`src/rtl/lsu_ctrl.sv`:
```
// MEM-stage load/store controller: lane-selects and extends sub-word loads, and
// performs sub-word stores as a two-cycle read-modify-write on a word-wide port.
module lsu_ctrl (
  input  logic        clk,
  input  logic        reset,
  input  logic        req_valid,
  output logic        req_ready,
  input  logic [2:0]  req_op,
  input  logic [31:0] req_addr,
  input  logic [31:0] req_wdata,
  input  logic [31:0] req_pc,
  output logic [31:0] mem_addr,
  output logic        mem_we,
  output logic [31:0] mem_wd,
  output logic [31:0] mem_pc,
  input  logic [31:0] mem_rd,
  output logic        resp_valid,
  output logic [31:0] resp_rdata,
  output logic        resp_err
);

  typedef enum logic {IDLE, MERGE} state_t;

  localparam logic [2:0] OP_LW  = 3'd0;
  localparam logic [2:0] OP_LH  = 3'd1;
  localparam logic [2:0] OP_LHU = 3'd2;
  localparam logic [2:0] OP_LB  = 3'd3;
  localparam logic [2:0] OP_LBU = 3'd4;
  localparam logic [2:0] OP_SW  = 3'd5;
  localparam logic [2:0] OP_SH  = 3'd6;
  localparam logic [2:0] OP_SB  = 3'd7;

  state_t      state;
  logic [29:0] m_addr;   // captured word address
  logic [1:0]  m_lane;
  logic        m_half;
  logic [15:0] m_data;
  logic [31:0] m_pc;
  logic [31:0] m_word;   // memory word read in the accept cycle

  logic        aligned;
  logic        is_load;
  logic        accept;
  logic [7:0]  ld_byte;
  logic [15:0] ld_half;
  logic [31:0] ld_data;
  logic [31:0] merged;

  assign req_ready = (state == IDLE);

  // NOTE: every combinational output gets a default first so no path leaves it
  // unassigned, which would otherwise infer a latch.
  always_comb begin
    aligned = 1'b1;
    case (req_op)
      OP_LW, OP_SW:         aligned = (req_addr[1:0] == 2'b00);
      OP_LH, OP_LHU, OP_SH: aligned = (req_addr[0] == 1'b0);
      default:              aligned = 1'b1;
    endcase

    is_load = (req_op <= OP_LBU);
    accept  = req_valid && req_ready && !reset;

    ld_byte = mem_rd[{req_addr[1:0], 3'b000} +: 8];
    ld_half = req_addr[1] ? mem_rd[31:16] : mem_rd[15:0];
    ld_data = mem_rd;
    case (req_op)
      OP_LH:   ld_data = {{16{ld_half[15]}}, ld_half};
      OP_LHU:  ld_data = {16'h0000, ld_half};
      OP_LB:   ld_data = {{24{ld_byte[7]}}, ld_byte};
      OP_LBU:  ld_data = {24'h000000, ld_byte};
      default: ld_data = mem_rd;
    endcase

    merged = m_word;
    if (m_half) begin
      merged[{m_lane[1], 4'b0000} +: 16] = m_data;
    end else begin
      merged[{m_lane, 3'b000} +: 8] = m_data[7:0];
    end

    // Reset wins over a pending merge write; the port idles on the request.
    mem_addr = {req_addr[31:2], 2'b00};
    mem_pc   = req_pc;
    mem_we   = 1'b0;
    mem_wd   = 32'h0;
    if (state == MERGE && !reset) begin
      mem_we   = 1'b1;
      mem_addr = {m_addr, 2'b00};
      mem_pc   = m_pc;
      mem_wd   = merged;
    end else if (accept && aligned && req_op == OP_SW) begin
      mem_we = 1'b1;
      mem_wd = req_wdata;
    end
  end

  // NOTE: sequential state uses non-blocking assignments so every register
  // samples pre-edge values regardless of statement order.
  always_ff @(posedge clk) begin
    if (reset) begin
      state      <= IDLE;
      resp_valid <= 1'b0;
      resp_rdata <= 32'h0;
      resp_err   <= 1'b0;
      m_addr     <= '0;
      m_lane     <= '0;
      m_half     <= 1'b0;
      m_data     <= '0;
      m_pc       <= '0;
      m_word     <= '0;
    end else begin
      resp_valid <= 1'b0;
      resp_rdata <= 32'h0;
      resp_err   <= 1'b0;
      case (state)
        IDLE: begin
          if (accept) begin
            if (!aligned) begin
              resp_valid <= 1'b1;
              resp_err   <= 1'b1;
            end else if (is_load) begin
              resp_valid <= 1'b1;
              resp_rdata <= ld_data;
            end else if (req_op == OP_SW) begin
              resp_valid <= 1'b1;
            end else begin
              m_addr <= req_addr[31:2];
              m_lane <= req_addr[1:0];
              m_half <= (req_op == OP_SH);
              m_data <= req_wdata[15:0];
              m_pc   <= req_pc;
              m_word <= mem_rd;
              state  <= MERGE;
            end
          end
        end
        MERGE: begin
          resp_valid <= 1'b1;
          state      <= IDLE;
        end
        default: state <= IDLE;
      endcase
    end
  end

endmodule

```
`config.mk`:
```
export PLATFORM = sky130hd
export DESIGN_NAME = lsu_ctrl
export DESIGN_NICKNAME = d
export VERILOG_FILES = /design/src/rtl/lsu_ctrl.sv
export SDC_FILE = /design/constraint.sdc
export NUM_CORES = 1
export LEC_CHECK = 0
export ABC_AREA = 1
export CORE_MARGIN = 10
export CORE_UTILIZATION = 64
export CTS_CLUSTER_DIAMETER = 120
export DETAILED_ROUTE_END_ITERATION = 6
export DONT_BUFFER_PORTS = 1
export HOLD_SLACK_MARGIN = 0.15
export PLACE_DENSITY = 0.8
export SLEW_MARGIN = 30
export SYNTH_ARGS = -nofsm -noshare
export SYNTH_HDL_FRONTEND = slang
export SYNTH_SLANG_ARGS = --single-unit
```
`constraint.sdc`:
```
create_clock -name clk -period 2.6 [get_ports clk]
set_clock_uncertainty 0.05 [all_clocks]
set_input_delay 0.39 -clock clk [delete_from_list [all_inputs] [get_ports clk]]
set_output_delay 0.39 -clock clk [all_outputs]
set_load 0.03 [all_outputs]
```
After elaboration in Yosys (flattened, before gate mapping)
Cells that the tools add are included.
{ "word_totals": {"register_bits": 148, "in_bits": 134, "output_inout_bits": 132, "word_cells": 66} }
{ "op_classes": {"n_addsub": 2, "magnitude_cmp": 1, "eq_ne": 6, "shift": 5, "muxes": 23, "bitwise_logic": 6, "n_reduce_logical": 13} }
{ "ops": {"columns": ["op", "count"], "rows": [
  ["$mux 32", 5],
  ["$pmux 32 s4", 1],
  ["$bwmux 32", 2],
  ["$shift 16x7->32 const A", 1],
  ["$shift 8x7->32 const A", 1],
  ["$shiftx 16x7->32", 1],
  ["$shiftx 32x6->8", 1],
  ["$shiftx 8x7->32", 1],
  ["$mux 16", 1],
  ["$neg 5->7", 2],
  ["$mux 1", 11],
  ["$eq 3x3->1 const B", 3],
  ["$eq 3x2->1 const B", 2],
  ["$not 1->1", 6],
  ["$pmux 1 s2", 3],
  ["$reduce_or 3->1", 2],
  ["$logic_and 1x1->1", 5],
  ["$reduce_and 5->1", 1],
  ["$reduce_or 5->1", 1],
  ["$eq 3x1->1 const B", 1],
  ["$le 3x3->1 const B", 1],
  ["$logic_not 3->1", 1],
  ["$logic_not 2->1", 1],
  ["$reduce_or 2->1", 1],
  ["$logic_not 1->1", 1]
]} }

Longest topological paths before layout
{ "depth": {"depth_word": 7, "ltp_mapped": 12, "depth_no_buf": 9} }

Least setup slack after synthesis
OpenSTA, ideal clock, no wires.
{ "synth_timing": {"path_kind": "reg2out", "from": "register m_lane[1]", "to": "output port mem_wd[22]", "arrival_ps": 2060, "t_required_ps": 2160, "setup_slack_ps": 100, "stages_incl_launch_ff": 13, "path_buffers": 3, "cell_sequence": "dfxtp_1 -> inv_1 -> clkbuf_1 -> ha_1 -> clkbuf_1 -> inv_1 -> buf_2 -> nand2_1 -> nor2_1 -> nor2_1 -> o21ai_0 -> nand2_1 -> nand2_1"} }
{ "synth_via": {"elab_chain_len": 5, "elab_cells_between_ends": 10, "classes_between": "add/sub: 2; shift: 4; mux: 4"} }
{ "synth_lines": {"columns": ["element", "line_no", "rtl"], "rows": [
  ["start, declared", "35", "logic [1:0] m_lane;"],
  ["start signal, assigned", "129", "m_lane <= req_addr[1:0];"],
  ["$neg 5->7, on equally long branches", "77, 79", null],
  ["$shiftx 16x7->32 (tied with other cells)", "77", "merged[{m_lane[1], 4'b0000} +: 16] = m_data;"],
  ["$bwmux 32, on equally long branches", "77, 79", null],
  ["$mux 32 *", "76", "if (m_half) begin"],
  ["$mux 32 *", "87", "if (state == MERGE && !reset) begin"],
  ["end, declared", "14", "output logic [31:0] mem_wd,"]
]} }
Every way passes the cells marked *; elsewhere a longest branch is shown, timed or not.

Worst setup path in the final report
{ "layout_timing": {"from": "register m_lane[1]", "to": "output port mem_wd[9]"} }
Same word-level chain as after synthesis.

==> flow_metrics.env <==
export IMPL_outcome="finished, final reports clean"
export IMPL_fin_area_um2=10700
export IMPL_ant_nets=0
export IMPL_max_slew_margin_rel_pct=36.7
export IMPL_yosysMostFrequentCell="nand2_1"
export IMPL_gp_congestion=0.979
export IMPL_dieArea_um2=17700
export IMPL_cts_tree="yes"
export IMPL_maxCapViolations=0
export IMPL_crit_buf_inv=3
export IMPL_routedWlPerCell_um=20.9
export IMPL_critPathRequiredTime_ns=2.16
export IMPL_antenna_found_initial=1
export IMPL_drtIter0Drc=1641
export IMPL_grt_pass1_vias=9876
export IMPL_yosysTopAreaCellShare_pct=36.2
export IMPL_yosys_top_cells_area="dfxtp_1 (36%), nand2_1 (18%), o21ai_0 (11%), nor2_1 (10%), nor3_1 (6.8%)"
export IMPL_synth_area_um2=8190
export IMPL_setup_viol=0
export IMPL_htreeDepth=4
export IMPL_highest_layer="met4"
export IMPL_post_dp_hpwl_mm=19.8
export IMPL_cts_max_path_buffers=2
export IMPL_clockRootBuffer="clkbuf_16"
export IMPL_syn_avg_cell_area_um2=6.06
export IMPL_start_util_pct=65.1
export IMPL_ir_drop_mv=0.633
export IMPL_ys_ff_latch=148
export IMPL_area_delta_synth_final_pct=31.1
export IMPL_period_share_pct=98.6
export IMPL_power_uw=5810
export IMPL_clk_latency_ns=0.42
export IMPL_hp_class="in2reg"
export IMPL_netlist_instances=1351
export IMPL_vias=10400
export IMPL_routed_wl_mm=34.1
export IMPL_rows=41
export IMPL_die_y_um=133
export IMPL_port_buffers=0
export IMPL_grtUsageTotal_pct=36.3
export IMPL_fp_dieW_um=133
export IMPL_max_freq_mhz=390
export IMPL_critPathMaxFanout=17
export IMPL_synth_common_cells="nand2_1 (386), nor2_1 (222), o21ai_0 (176)"
export IMPL_synth_ff_type="dfxtp_1"
export IMPL_overflow=0
export IMPL_drt_met1_wl_mm=11.1
export IMPL_ys_seq_area_share_pct=36.2
export IMPL_ios=266
export IMPL_powerDensity_nw_per_um2=542
export IMPL_slew_violations=0
export IMPL_critPathCaptureType="output port"
export IMPL_avgViaCountPerCell=6.40
export IMPL_critPathTopFamily="simple AND/OR/NAND/NOR gates"
export IMPL_cts_sinks=148
export IMPL_cp_common_cell="nand2_1"
export IMPL_cp_startpoint="m_lane[1]"
export IMPL_min_from="req_addr[0]"
export IMPL_dpl_instance_area_um2=8900
export IMPL_drive_gt1_share_pct=7.77
export IMPL_cts_buffers_inserted=17
export IMPL_wl_met2_mm=16.5
export IMPL_fin_crit_ns=2.56
export IMPL_nets=1580
export IMPL_hold_viol_final=0
export IMPL_pre_cts_slack_ns=0.281
export IMPL_whs_ns=0.167
export IMPL_wl_met3_mm=4.47
export IMPL_cpPeakStageDelay_ns=0.34
export IMPL_core_region_area_um2=12600
export IMPL_slowest_stage="dfxtp_2"
export IMPL_grt_max_degree=114
export IMPL_postCtsSetupBuffers=0
export IMPL_synth_cell_type_count=25
export IMPL_crit_type="reg2out"
export IMPL_ys_async_sr_fraction_pct=0
export IMPL_yosysWarnings=0
export IMPL_dr_pass1_iters=7
export IMPL_synth_edf_count=0
export IMPL_p_leak_uw=0.00478
export IMPL_tightest_slew_ns=0.950
export IMPL_tns_ns=0
export IMPL_crit_chain="inv_2, buf_8, ha_4, nand2_2, o22ai_1, nand2_1, nand2_1, nand2_1, nand2_1, buf_12"
export IMPL_reg2reg_from="state"
export IMPL_critPathArrivalTime_ns=2.12
export IMPL_start_kind="flip-flop"
export IMPL_grt_pass1_wl_mm=53.1
export IMPL_clkTransAtPathRegs_ns=0.06
export IMPL_drcViolationCount=0
export IMPL_worst_slack_ns=0.0358
export IMPL_synth_largest_area_cell="dfxtp_1"
## worst reg2reg max path, cell delays in order, from the launching register on
cell and delay [ns]:
dfxtp_1 0.30, inv_1 0.16, nand3_4 0.13, nor2_4 0.28
buf_4 0.37, o21ai_0 0.21, nor2_1 0.19
## sequential cells by signal, indices dropped and copies added, names as in the netlist
name        cells
resp_err        1
state           1
m_lane          2
m_half          1
m_addr         30
resp_rdata     32
m_pc           32
m_word         32
resp_valid      1
m_data         16
## repair_timing
action / 4_1_cts / 5_1_grt
endpoints found under the setup margin: 32 / 32
hold endpoints to repair: 118 / 0
pin swaps: 0 / 0
cloned: 0 / 1
resized for setup: 13 / 17
hold buffers: 114 / 0
## layout by cell type, fill, tap and decap left out, types with 4 or more instances in the layout
| master | instances |
|---|---|
| inv_2 | 4 |
| clkbuf_16 | 17 |
| buf_12 | 36 |
| nor2_1 | 220 |
| nor3_1 | 112 |
| buf_4 | 24 |
| nand2_2 | 4 |
| dlygate4sd3_1 | 114 |
| nand2_1 | 383 |
| o21ai_0 | 172 |
| nand3_1 | 37 |
| ha_4 | 4 |
| nand4_1 | 41 |
| a21oi_1 | 34 |
| o22ai_1 | 16 |
| inv_1 | 54 |
| dfxtp_1 | 147 |
## kinds of logic after synthesis
family	after synthesis	synth area share [%]
adders and majority gates	5	0.764
AOI/OAI and AO/OA	227	14.2
DFF	148	36.2
buffers and inverters	167	8.16
and+or+nand+nor	803	40.6
other	1	0.0458
## final timing paths
kind                   endpoint  slack (ns)  depth (start not counted)
setup / recovery      mem_wd[9]        0.04                         10
hold / removal    resp_rdata[1]        0.17                          4
setup reg to reg       m_pc[19]        0.85                          6
hold reg to reg         m_pc[7]        0.47                          2
## metal layers
layer | vias up | track usage [%]
met5 | - | 0
met4 | 0 | 19.2
met3 | 194 | 12.0
met2 | 957 | 61.8
met1 | 4669 | 39.4
li1 | 4585 | -
## final cells by class
class | instances | area (µm²)
timing repair inverter | 1 | 7.51
tap | 172 | 215
sequential | 148 | 2960
timing repair buffer | 175 | 2060
multi-input combinational | 1037 | 4660
inverter | 61 | 235
fill | 746 | 1840
clock inverter | 10 | 121
clock buffer | 22 | 464
antenna | 1 | 2.50
## report_power, final
| part | switching, µW | internal [µW] |
|---|---|---|
| combinational | 613 | 300 |
| clock | 1010 | 1470 |
| sequential | 76.0 | 2330 |
| total | 1700 | 4110 |
## through the flow
step,util [%],std cells
3_5_place_dp,70.8,1479
5_1_grt,85.4,1627
4_1_cts,84.8,1625
6_report,85.4,1627
2_1_floorplan,-,1352
3_3_place_gp,70.8,1479
No activity file was read; power rests on OpenSTA's default activity.
